`src/rtl/fifo_pkg.sv`:
```
// Shared constants and read-mode enum for the programmable synchronous FIFO.
package fifo_pkg;

    typedef enum logic {STD = 1'b0, FWFT = 1'b1} read_mode_e;

    localparam int DEF_DATASIZE   = 8;
    localparam int DEF_ADDRSIZE   = 4;
    localparam int DEF_DEPTH      = 1 << DEF_ADDRSIZE;
    localparam int DEF_AFULL_THR  = DEF_DEPTH - 2;
    localparam int DEF_AEMPTY_THR = 2;

    function automatic int depth_of(input int addrsize);
        return 1 << addrsize;
    endfunction

endpackage

```
`src/rtl/fifo_mem.sv`:
```
// Storage array for the FIFO: one synchronous write port, one combinational read port.
module fifo_mem
    import fifo_pkg::*;
#(
    parameter int DATASIZE = DEF_DATASIZE,
    parameter int ADDRSIZE = DEF_ADDRSIZE
) (
    input  logic                clk_i,
    input  logic                we_i,
    input  logic [ADDRSIZE-1:0] waddr_i,
    input  logic [DATASIZE-1:0] wdata_i,
    input  logic [ADDRSIZE-1:0] raddr_i,
    output logic [DATASIZE-1:0] rdata_o
);

    localparam int DEPTH = depth_of(ADDRSIZE);

    // Contents are deliberately left unreset; pointers define what is valid.
    logic [DATASIZE-1:0] mem_q [DEPTH];

    always_ff @(posedge clk_i) begin
        if (we_i) begin
            mem_q[waddr_i] <= wdata_i;
        end
    end

    assign rdata_o = mem_q[raddr_i];

endmodule

```
`src/rtl/sync_fifo_prog.sv`:
```
// Synchronous FIFO with programmable almost-full/empty thresholds, occupancy count,
// sticky overflow/underflow flags and selectable registered or fall-through read.
module sync_fifo_prog #(
    parameter int DATASIZE = fifo_pkg::DEF_DATASIZE,
    parameter int ADDRSIZE = fifo_pkg::DEF_ADDRSIZE,
    parameter int FWFT     = 0
) (
    input  logic                CLK_I,
    input  logic                RST_I,
    input  logic [DATASIZE-1:0] WDATA_I,
    input  logic                WINC_I,
    output logic                WFULL_O,
    input  logic                RINC_I,
    output logic [DATASIZE-1:0] RDATA_O,
    output logic                REMPTY_O,
    input  logic [ADDRSIZE:0]   AFULL_THR_I,
    input  logic [ADDRSIZE:0]   AEMPTY_THR_I,
    output logic                AFULL_O,
    output logic                AEMPTY_O,
    output logic [ADDRSIZE:0]   COUNT_O,
    output logic                OVF_O,
    output logic                UDF_O,
    input  logic                CLR_ERR_I
);

    localparam fifo_pkg::read_mode_e MODE = (FWFT != 0) ? fifo_pkg::FWFT : fifo_pkg::STD;
    localparam logic [ADDRSIZE:0] DEPTH_C = {1'b1, {ADDRSIZE{1'b0}}};
    localparam logic [ADDRSIZE:0] ONE     = {{ADDRSIZE{1'b0}}, 1'b1};

    logic [ADDRSIZE:0]   wptr_q, wptr_d, rptr_q, rptr_d, count_q, count_d;
    logic                ovf_q, ovf_d, udf_q, udf_d;
    logic                full, empty, wr_en, rd_en;
    logic [DATASIZE-1:0] mem_rdata;

    always_comb begin
        full    = (count_q == DEPTH_C);
        empty   = (count_q == '0);
        // A write while full is rejected even if a read frees a slot this cycle.
        wr_en   = WINC_I && !full;
        rd_en   = RINC_I && !empty;
        wptr_d  = wr_en ? wptr_q + ONE : wptr_q;
        rptr_d  = rd_en ? rptr_q + ONE : rptr_q;
        count_d = count_q;
        case ({wr_en, rd_en})
            2'b10:   count_d = count_q + ONE;
            2'b01:   count_d = count_q - ONE;
            default: count_d = count_q;
        endcase
        // A new error event in the same cycle as a clear keeps the flag set.
        ovf_d = CLR_ERR_I ? 1'b0 : ovf_q;
        udf_d = CLR_ERR_I ? 1'b0 : udf_q;
        if (WINC_I && full)  ovf_d = 1'b1;
        if (RINC_I && empty) udf_d = 1'b1;
    end

    always_ff @(posedge CLK_I or posedge RST_I) begin
        if (RST_I) begin
            wptr_q  <= '0;
            rptr_q  <= '0;
            count_q <= '0;
            ovf_q   <= 1'b0;
            udf_q   <= 1'b0;
        end else begin
            wptr_q  <= wptr_d;
            rptr_q  <= rptr_d;
            count_q <= count_d;
            ovf_q   <= ovf_d;
            udf_q   <= udf_d;
        end
    end

    fifo_mem #(
        .DATASIZE(DATASIZE),
        .ADDRSIZE(ADDRSIZE)
    ) u_mem (
        .clk_i   (CLK_I),
        .we_i    (wr_en),
        .waddr_i (wptr_q[ADDRSIZE-1:0]),
        .wdata_i (WDATA_I),
        .raddr_i (rptr_q[ADDRSIZE-1:0]),
        .rdata_o (mem_rdata)
    );

    if (MODE == fifo_pkg::STD) begin : g_std
        logic [DATASIZE-1:0] rdata_q, rdata_d;

        assign rdata_d = rd_en ? mem_rdata : rdata_q;

        always_ff @(posedge CLK_I or posedge RST_I) begin
            if (RST_I) rdata_q <= '0;
            else       rdata_q <= rdata_d;
        end

        assign RDATA_O = rdata_q;
    end else begin : g_fwft
        assign RDATA_O = mem_rdata;
    end

    assign WFULL_O  = full;
    assign REMPTY_O = empty;
    // COUNT_O never exceeds DEPTH, so a threshold above DEPTH keeps AFULL_O low.
    assign AFULL_O  = (count_q >= AFULL_THR_I);
    assign AEMPTY_O = (count_q <= AEMPTY_THR_I);
    assign COUNT_O  = count_q;
    assign OVF_O    = ovf_q;
    assign UDF_O    = udf_q;

endmodule

```
`config.mk`:
```
export PLATFORM = sky130hd
export DESIGN_NAME = sync_fifo_prog
export DESIGN_NICKNAME = d
export VERILOG_FILES = /design/src/rtl/fifo_pkg.sv /design/src/rtl/fifo_mem.sv /design/src/rtl/sync_fifo_prog.sv
export SDC_FILE = /design/constraint.sdc
export NUM_CORES = 1
export LEC_CHECK = 0
export ABC_AREA = 1
export CORE_ASPECT_RATIO = 0.75
export CORE_MARGIN = 3
export CORE_UTILIZATION = 50
export DETAILED_ROUTE_END_ITERATION = 7
export MAX_ROUTING_LAYER = met4
export PLACE_DENSITY = 0.72
export SETUP_SLACK_MARGIN = 0.02
export SYNTH_ARGS = -nofsm -noshare
export SYNTH_HDL_FRONTEND = slang
export SYNTH_SLANG_ARGS = --single-unit
export TNS_END_PERCENT = 1
```
`constraint.sdc`:
```
create_clock -name CLK_I -period 2.2 [get_ports CLK_I]
set_clock_uncertainty 0.05 [all_clocks]
set_input_delay 0.44 -clock CLK_I [delete_from_list [all_inputs] [get_ports CLK_I]]
set_output_delay 0.44 -clock CLK_I [all_outputs]
set_load 0.1 [all_outputs]
```
==> flow_metrics.py <==
metrics = {
    "outcome": {
        "status": "complete, but fails checks",
        "violations": "negative setup slack",
    },
    "worst_hold_path": {
        "min-delay-path-class": "primary input to asynchronous set/reset pin",
    },
    "place": {
        "dp.cells": 932,
        "placement.cell_area_mm2": 0.007835,
        "gp_congestion": 0.8712,
        "post-dp-hpwl_um": 10310,
        "portBuffers": 41,
    },
    "drt": {
        "via_count": 5030,
        "wl_per_cell_um": 16.53,
        "drt_first_pass_iters": 5,
        "drc_errors": 0,
        "ant_nets": 0,
        "drtIter0Drc": 432,
        "viasPerCell": 5.212,
        "drt_wl_total_um": 15950,
    },
    "floorplanning": {
        "die_area_mm2": 0.01553,
        "row_count": 36,
        "die_w_um": 142.9,
        "start_util_pct": 52.54,
        "core_area_mm2": 0.01338,
        "io_pins": 42,
        "die_h_um": 108.7,
    },
    "worst_setup_path": {
        "worst-path-max-fanout": 6,
        "r2r_cells": 15,
        "crit_arrival_ps": 1920,
        "critPathCaptureType": "output pin",
        "crit_required_ps": 1710,
        "critPathKind": "flip-flop to output pin",
        "start_kind": "flip-flop",
    },
    "timing": {
        "min_period_ps": 2408,
        "drv_slew": 0,
        "setup_viol": 3,
        "slew_headroom_pct": 55.28,
        "worst_slack_ps": -208.0,
        "hold_violations": 0,
        "fin_crit_sh_pct": 109.5,
        "fmax_ghz": 0.4153,
        "rsz0062_at_grt": "true",
        "worst_pin_slew_ps": 668.7,
    },
    "global_routing": {
        "antenna_found_initial": 0,
        "grtUsageTotal_pct": 22.59,
        "first_global_vias": 5016,
        "grt_max_degree": 67,
        "grt_pass1_wl_um": 25540,
        "gr-total-overflow": 0,
    },
    "clock_tree": {
        "tritoncts": "done",
        "numCtsBuffers": 17,
        "cts_max_level": 4,
        "clockBufferDepth": 2,
        "clk_pin_slew_worst_paths_ps": 60,
        "root_buffer": "clkbuf_16",
        "clk_latency_ps": 420,
        "cts_num_sinks": 151,
    },
    "finish": {
        "stdcell_area_mm2": 0.008527,
        "num_antenna_cells": 0,
        "fin_util_pct": 63.74,
        "area_delta_synth_final_pct": 21.31,
        "stdcell_count": 965,
        "layout.nets": 823,
        "drive_gt1_share_pct": 15.11,
    },
    "synth": {
        "syn_avg_cell_area_um2": 9.886,
        "synthDistinctLibCells": 29,
        "yosysSeqAreaShare_pct": 62.87,
        "ys_warn_count": 0,
        "synth_nets": 753,
        "syn_inst": 711,
        "syn_area_mm2": 0.007029,
        "ys_ff_latch": 151,
    },
    "power_and_ir_drop": {
        "power_w": 0.01207,
        "ir_drop_uv": 774.7,
        "power.density_mw_per_mm2": 1416,
        "power_leakage_nw": 3.796,
    },
    "job": {
        "maxCapViolations": 0,
    },
}
==> cell usage in the layout (no fill, tap or decap), types with 3 or more instances in the layout <==
cell               n
nand2_1          221
edfxtp_1         128
inv_1            125
nand3_1          102
buf_4             47
clkdlybuf4s50_1   22
dfrtp_1           17
clkbuf_16         17
nor3_1            13
ha_1              10
xor2_1             8
clkinv_1           7
ha_4               7
inv_2              6
o21ai_0            6
buf_12             6
dfrtp_4            5
nand2_2            4
clkbuf_1           4
nor2_1             3
a21oi_1            3
buf_6              3
==> worst max-delay path, stage by stage (launching register included) <==
cell and delay [ps]:
dfrtp_4 480, buf_6 150, ha_1 270, nand4_1 150
o221ai_2 180, o21ai_2 100, buf_12 170
==> power by group <==
group          switching [W]  total (W)  leakage (nW)  internal (W)
clock                0.00106    0.00271         0.267       0.00165
sequential          0.000212    0.00380          1.43       0.00359
combinational        0.00390    0.00556          2.10       0.00167
==> path summary, 6_finish.rpt <==
check	from	endpoint	slack, ps
worst max-delay path	COUNT_O[1]	AEMPTY_O	-210
worst min-delay path	RST_I	OVF_O	320
worst max register to register	COUNT_O[1]	COUNT_O[4]	-30
worst min register to register	RDATA_O[1]	RDATA_O[1]	430
max in group asynchronous	RST_I	COUNT_O[0]	1500
min in group CLK_I	RDATA_O[1]	RDATA_O[1]	430
==> metal layers <==
layer	track usage, %	wire length [µm]	vias up
met5	-	0	-
met4	8.752	340	0
met1	30.10	7123	2401
met3	4.647	1084	34
met2	34.55	7401	167
li1	-	-	2428
==> final cells by class <==
type	count	area, µm²
timing repair buffer	78	726.9
clock inverter	11	106.4
tap	171	214.0
sequential	151	4439
clock buffer	21	440.4
inverter	134	505.5
fill	1007	4851
multi-input combinational	399	2095
==> through the flow <==
stage / setup WS [ps] / setup TNS (ps) / hold WS (ps)
6_report: -208.0 / -439.6 / 319.5
2_1_floorplan: -754.4 / -15500 / 392.0
3_3_place_gp: -165.7 / -347.2 / 414.5
5_1_grt: -289.9 / -859.8 / 353.7
3_5_place_dp: -208.6 / -719.0 / 419.8
4_1_cts: -233.9 / -480.9 / 325.9
==> synth_stat cells, drive strengths merged <==
cell    number  area, µm²
a21boi       1      7.510
a21oi        5      25.02
buf         26      160.2
clkbuf       1      3.750
clkinv       2      7.510
dfrtp       23      575.6
edfxtp     128       3844
ha          19      237.7
inv        132      495.5
nand2      227      872.1
nand3      102      510.5
nand4        2      12.51
nor2         7      43.79
nor3        14      70.07
o21a         1      7.510
o21ai        8      43.79
o21bai       1      7.510
o221ai       1      8.760
o311ai       1      8.760
xnor2        1      8.760
xor2         9      78.83
==> state kept, by name, summed over array words and instances (netlist names) <==
signal / flops
COUNT_O: 5
OVF_O: 1
rptr_q: 4
UDF_O: 1
wptr_q: 4
u_mem.mem_q: 128
RDATA_O: 8
==> cell families after synthesis <==
logic type / after synthesis / share of synthesized area [%]
AO/OA/AOI/OAI: 18 / 1.549
XOR/XNOR: 10 / 1.246
adder cells (fa/ha/maj): 19 / 3.382
buffers and inverters: 161 / 9.487
flip-flops: 151 / 62.87
AND/OR/NAND/NOR: 352 / 21.47
==> timing repair <==
item                                    CTS  global route
hold buffers                              0             0
setup buffers                             1             0
endpoints found under the setup margin    4            13
pin swaps                                 6             2
resized for setup                        14             8
(Power assumes the default switching activity.)
